===== src/rtl/tomasulo_pkg.sv =====
// Shared Tomasulo types: sizes, register index
// and the register-status entry.
package tomasulo_pkg;

  localparam int NUM_FU = 4;
  localparam int TAG_W  = 3;
  localparam int DATA_W = 32;

  typedef logic [4:0] reg_idx_t;

  typedef struct packed {
    logic             busy;
    logic [TAG_W-1:0] tag;
  } stat_t;

endpackage


===== src/rtl/reg_status_cdb_rr_arbiter.sv =====
// Round-robin arbiter: one-hot grant, search
// starts at ptr, ptr moves past each winner.
module rr_arbiter #(
  parameter int N = 4
) (
  input  logic         clk,
  input  logic         rst_n,
  input  logic [N-1:0] req,
  output logic [N-1:0] gnt
);

  localparam int PW = (N > 1) ? $clog2(N) : 1;

  logic [PW-1:0] ptr;
  logic [PW-1:0] ptr_nxt;
  logic [PW-1:0] j;
  logic          hit;
  int            sum;

  // first requester at or after ptr, wrapping
  always_comb begin
    gnt     = '0;
    ptr_nxt = ptr;
    hit     = 1'b0;
    j       = '0;
    sum     = 0;
    if (rst_n) begin
      for (int k = 0; k < N; k++) begin
        sum = int'(ptr) + k;
        if (sum >= N) sum = sum - N;
        j = PW'(sum);
        if (!hit && req[j]) begin
          hit    = 1'b1;
          gnt[j] = 1'b1;
          if (j == PW'(N - 1))
            ptr_nxt = '0;
          else
            ptr_nxt = j + 1'b1;
        end
      end
    end
  end

  // pointer advances only on a grant
  always_ff @(posedge clk or negedge rst_n) begin
    if (!rst_n)
      ptr <= '0;
    else if (hit)
      ptr <= ptr_nxt;
  end

endmodule


===== src/rtl/reg_status_cdb.sv =====
// CDB arbiter, CDB register and register-status
// table driving the register-file write port.
module reg_status_cdb #(
  parameter int NUM_FU = tomasulo_pkg::NUM_FU,
  parameter int TAG_W  = tomasulo_pkg::TAG_W,
  parameter int DATA_W = tomasulo_pkg::DATA_W
) (
  input  logic                     clk,
  input  logic                     rst_n,
  input  logic                     issue_en,
  input  logic [4:0]               issue_rd,
  input  logic [TAG_W-1:0]         issue_tag,
  input  logic [4:0]               qa_addr,
  input  logic [4:0]               qb_addr,
  output logic                     qa_busy,
  output logic                     qb_busy,
  output logic [TAG_W-1:0]         qa_tag,
  output logic [TAG_W-1:0]         qb_tag,
  input  logic [NUM_FU-1:0]        fu_valid,
  input  logic [NUM_FU*TAG_W-1:0]  fu_tag,
  input  logic [NUM_FU*DATA_W-1:0] fu_data,
  output logic [NUM_FU-1:0]        fu_ready,
  output logic                     cdb_valid,
  output logic [TAG_W-1:0]         cdb_tag,
  output logic [DATA_W-1:0]        cdb_data,
  output logic                     wt_en,
  output logic [4:0]               wt_addr,
  output logic [DATA_W-1:0]        wt_data
);

  import tomasulo_pkg::*;

  stat_t             tbl [1:31];
  logic [NUM_FU-1:0] gnt;
  logic              g_any;
  logic [TAG_W-1:0]  g_tag;
  logic [DATA_W-1:0] g_data;
  logic              hit;
  reg_idx_t          hit_r;
  stat_t             ea;
  stat_t             eb;

  rr_arbiter #(
    .N (NUM_FU)
  ) u_arb (
    .clk   (clk),
    .rst_n (rst_n),
    .req   (fu_valid),
    .gnt   (gnt)
  );

  assign fu_ready = gnt;

  // select the granted FU's tag and data
  always_comb begin
    g_any  = |gnt;
    g_tag  = '0;
    g_data = '0;
    for (int i = 0; i < NUM_FU; i++) begin
      if (gnt[i]) begin
        g_tag  = fu_tag[i*TAG_W +: TAG_W];
        g_data = fu_data[i*DATA_W +: DATA_W];
      end
    end
  end

  // find the entry still waiting on the CDB tag
  always_comb begin
    hit   = 1'b0;
    hit_r = '0;
    for (int r = 1; r < 32; r++) begin
      if (cdb_valid && tbl[r].busy &&
          tbl[r].tag == cdb_tag) begin
        hit   = 1'b1;
        hit_r = reg_idx_t'(r);
      end
    end
  end

  assign wt_en   = hit;
  assign wt_addr = hit_r;
  assign wt_data = cdb_data;

  // source lookup with same-cycle CDB bypass
  always_comb begin
    ea = '0;
    eb = '0;
    if (qa_addr != '0) ea = tbl[qa_addr];
    if (qb_addr != '0) eb = tbl[qb_addr];
    qa_busy = ea.busy &
              ~(cdb_valid & (ea.tag == cdb_tag));
    qb_busy = eb.busy &
              ~(cdb_valid & (eb.tag == cdb_tag));
    qa_tag  = ea.tag;
    qb_tag  = eb.tag;
  end

  // rename on issue; clear on writeback; issue wins
  always_ff @(posedge clk or negedge rst_n) begin
    if (!rst_n) begin
      for (int r = 1; r < 32; r++)
        tbl[r] <= '0;
    end else begin
      for (int r = 1; r < 32; r++) begin
        if (issue_en &&
            issue_rd == reg_idx_t'(r)) begin
          tbl[r].busy <= 1'b1;
          tbl[r].tag  <= issue_tag;
        end else if (hit &&
                     hit_r == reg_idx_t'(r)) begin
          tbl[r].busy <= 1'b0;
        end
      end
    end
  end

  // CDB register; tag/data hold when idle
  always_ff @(posedge clk or negedge rst_n) begin
    if (!rst_n) begin
      cdb_valid <= 1'b0;
      cdb_tag   <= '0;
      cdb_data  <= '0;
    end else begin
      cdb_valid <= g_any;
      if (g_any) begin
        cdb_tag  <= g_tag;
        cdb_data <= g_data;
      end
    end
  end

endmodule


===== config.mk =====
export PLATFORM = sky130hd
export DESIGN_NAME = reg_status_cdb
export DESIGN_NICKNAME = d
export VERILOG_FILES = /design/src/rtl/tomasulo_pkg.sv /design/src/rtl/reg_status_cdb_rr_arbiter.sv /design/src/rtl/reg_status_cdb.sv
export SDC_FILE = /design/constraint.sdc
export NUM_CORES = 1
export LEC_CHECK = 0
export CAP_MARGIN = 10
export CORE_MARGIN = 8
export CORE_UTILIZATION = 40
export CTS_CLUSTER_DIAMETER = 100
export DETAILED_ROUTE_END_ITERATION = 7
export PLACE_DENSITY = 0.67
export RECOVER_POWER = 100
export REMOVE_ABC_BUFFERS = 1
export SYNTH_ARGS = -nofsm -noshare
export SYNTH_HDL_FRONTEND = slang
export SYNTH_SLANG_ARGS = --single-unit
export TNS_END_PERCENT = 50

===== constraint.sdc =====
create_clock -name clk -period 8.2 [get_ports clk]
set_input_delay 0.82 -clock clk [delete_from_list [all_inputs] [get_ports clk]]
set_output_delay 0.82 -clock clk [all_outputs]
set_load 0.05 [all_outputs]

==> qor.txt <==
===========================================================================================
Count of mapped cells out of synthesis .......................................        1,072
Area added between synthesis and finish ......................................        25.9%
Critical path buffers and inverters ..........................................            2
Type of the worst min-delay path .............................................     in2async
WP data arrival ..............................................................      5.81 ns
Yosys warning total ..........................................................            0
Cells taking the most area after synthesis ................................... dfrtp_1 35%, mux4_2 12%, mux2_2 11%
Number of cells upsized or downsized after cts ...............................            0
Largest driver fanout on the critical path ...................................           23
Post-cts hold buffer count ...................................................            0
Standard cell core area ......................................................   0.0285 mm2
Biggest area consumer among synthesized cells ................................      dfrtp_1
Per-instance average area after synthesis ....................................     10.8 um2
Final net count ..............................................................        1,425
Async set-or-reset flop fraction in the synthesized netlist ..................         1.00
Die Height ...................................................................       186 um
Minimum clock period .........................................................      6.63 ns
Number of H-tree levels ......................................................            4
Launching element type of the critical path ..................................         flop
Hold WS ......................................................................     0.370 ns
Maximum number of pins on one net before global-route repair .................           73
Post-synthesis instance area .................................................   0.0115 mm2
Cell chain of the critical path .............................................. clkbuf_1 -> xor2_1 -> or4_1 -> nor4b_1 -> nand3_1 -> nor3_1 -> nand2b_1 -> dlygate4sd3_1
Final period utilization .....................................................        0.809
I/O pin count ................................................................          251
WS Path Type .................................................................      reg2out
Max stage delay on crit path .................................................      1.43 ns
Buffer depth of the longest clock path .......................................            2
Sum of routed wire length over all layers ....................................    43,000 um
Remaining design rule violation count ........................................            0
Number of design-rule violations left by the first detailed-router iteration .        1,045
Final Skew ...................................................................    0.0136 ns
CTS Buf Count ................................................................           17
Remaining Overflow, GRT ......................................................            0
Master of the slowest instance on the critical path ..........................     clkbuf_1
Global-route wire length before repair .......................................    65,000 um
Power per cell area ..........................................................   409 mW/mm2
Final cell count without fillers .............................................        1,653
Cell with the most instances after synthesis .................................      dfrtp_1
Via density per instance .....................................................         6.12
Final routed wire length divided by cell count ...............................      26.0 um
Relative slew margins ........................................................        -1.11
Highest attainable clock frequency ...........................................      151 MHz
Share of the core filled with cells in the final layout ......................        0.510
Cell count after placement ...................................................        1,619
Tightest Pin Transition ......................................................      3.17 ns
Vias in the first global route ...............................................       10,400
Peak VDD IR ..................................................................       224 uV
Share of cells above drive strength 1 ........................................        0.181
Clock latency at the later pin of the worst-skew pair ........................      0.44 ns
Port buffer count ............................................................          250
Number of endpoints with negative hold slack in the final report .............            0
Die area .....................................................................   0.0346 mm2
Static Leak ..................................................................      6.02 nW
Number of unique standard cell types used by synthesis .......................           64
Tot GR Track Use .............................................................        0.251
Flops & latches, synth .......................................................          162
Fin area .....................................................................   0.0145 mm2
Part of the Yosys area used for sequential elements ..........................        0.351
Post-synth top flop ..........................................................      dfrtp_1
Placed cell areas ............................................................   0.0140 mm2
Weighted congestion at the end of routability-driven global placement ........        0.984
Number of iterations in the first detailed-routing pass ......................            5
Initial antenna violation count ..............................................            1
Post-Place Worst Slack .......................................................      2.83 ns
Final setup violation count ..................................................            0
Reported max-cap violation count .............................................            5
Number of max-slew violations in the final report ............................          199
Detailed-route via count .....................................................       10,100
Clock-pin transition on the worst setup and hold timing paths ................      0.07 ns
Std-Cell Rows ................................................................           62
Clock tree root buffer cell ..................................................    clkbuf_16
Proportion of netlist area held by the largest area contributor ..............        0.351
Unrepaired setup endpoints after global routing ..............................        false
Number of enable flip-flop cells after synthesis .............................            0
Result of the run ............................................................ finished, violations left
Width of the die .............................................................       186 um
Cell family contributing the most delay on the critical path ................. buffers and inverters
Clock tree from TritonCTS ....................................................          yes
Antenna violation net count after detailed routing ...........................            0
Total number of clock tree sinks .............................................          162
Top cells by instance count after synthesis .................................. 162 x dfrtp_1, 109 x mux2_2, 93 x xor2_1
Final setup margin ...........................................................      1.57 ns
Data required time at the worst endpoint .....................................      7.38 ns
Worst Setup End Kind .........................................................   output pin
Total setup buffers inserted after CTS .......................................            0
Final HPWL from detailed placement ...........................................    32,900 um
Violations in the final reports .............................................. capacitance limit, slew limit
Post-route total power .......................................................      5.95 mW
Initial Utilization ..........................................................        0.405
Sum of negative setup slack ..................................................         0 ns
===========================================================================================
## flip-flops by register name, indices dropped and copies added (netlist names)
signal / cells
cdb_data: 32
cdb_tag: 3
tbl: 124
u_arb.ptr: 2
cdb_valid: 1
## cell usage in the layout (no fill, tap or decap), types with 6 or more instances in the layout
master             n
dfrtp_1          162
clkdlybuf4s50_1  161
mux2_2           108
xor2_1            93
o21ai_0           86
dlygate4sd3_1     86
nand2_1           62
mux4_2            61
nor2_1            52
a22oi_1           40
a221o_1           36
nor4_1            33
a21oi_1           26
a31oi_1           25
inv_1             23
clkbuf_16         17
mux2i_1           15
buf_4             13
nand2b_1          12
nor3_1            11
or4_1             10
nor2b_1           10
a22o_1             8
or2_2              7
nand3_1            7
clkbuf_1           7
xnor2_1            6
ha_1               6
## worst paths after layout
check                                    startpoint  cells after the start  slack [ns]                       end
max                          cdb_tag[1]$_DFFE_PN0P_                      8        1.57                     wt_en
min                                           rst_n                      1        0.37      tbl[122]$_DFFE_PN0P_
max reg2reg                u_arb.ptr[0]$_DFFE_PN0P_                     14        2.22  cdb_data[14]$_DFFE_PN0P_
min reg2reg                cdb_data[11]$_DFFE_PN0P_                      2        0.53  cdb_data[11]$_DFFE_PN0P_
max in group asynchronous                     rst_n                      2        4.35       tbl[47]$_DFFE_PN0P_
min in group clk           cdb_data[11]$_DFFE_PN0P_                      2        0.53  cdb_data[11]$_DFFE_PN0P_
## layer usage
metal  global-route usage  up-vias  wire length, um
met5                    0        -                0
met4                0.116        0             2090
met3               0.0697      118             4570
met2                0.420      649            20600
met1                0.295     4946            15700
li1                     -     4407                -
## power by group
| part | leakage (nW) | switching, mW | internal (mW) | total [mW] |
|---|---|---|---|---|
| combinational | 3.68 | 2.34 | 1.27 | 3.61 |
| clock | 0.308 | 0.372 | 0.499 | 0.871 |
| sequential | 2.03 | 0.399 | 1.06 | 1.46 |
| total | 6.02 | 3.11 | 2.84 | 5.95 |
## kinds of logic after synthesis
kind of cell / share of synthesized area
and+or+nand+nor: 0.0973
xor gates and xnor gates: 0.0751
DFF: 0.351
AOI/OAI and AO/OA: 0.163
buffers and inverters: 0.0686
muxes: 0.238
adders and majority gates: 0.00650
## cell type report
cell class / instances / area (um2)
repair buffers: 270 / 2620
clock inverters: 14 / 189
fillers: 2643 / 14000
multi-input cells: 780 / 6680
inverters: 23 / 86.3
diodes: 2 / 5.00
well taps: 384 / 480
flip-flops and latches: 162 / 4050
clock buffers: 18 / 439
## worst register-to-register path: cells and delay by family, from the launching register on
family          cells  cell delay, ns
buf+inv             5            2.54
compound gates      3            0.69
mux                 1            0.67
fa+ha+maj           1            0.42
flops               1            0.61
simple gates        4            0.90
No activity file was read; power rests on OpenSTA's default activity.
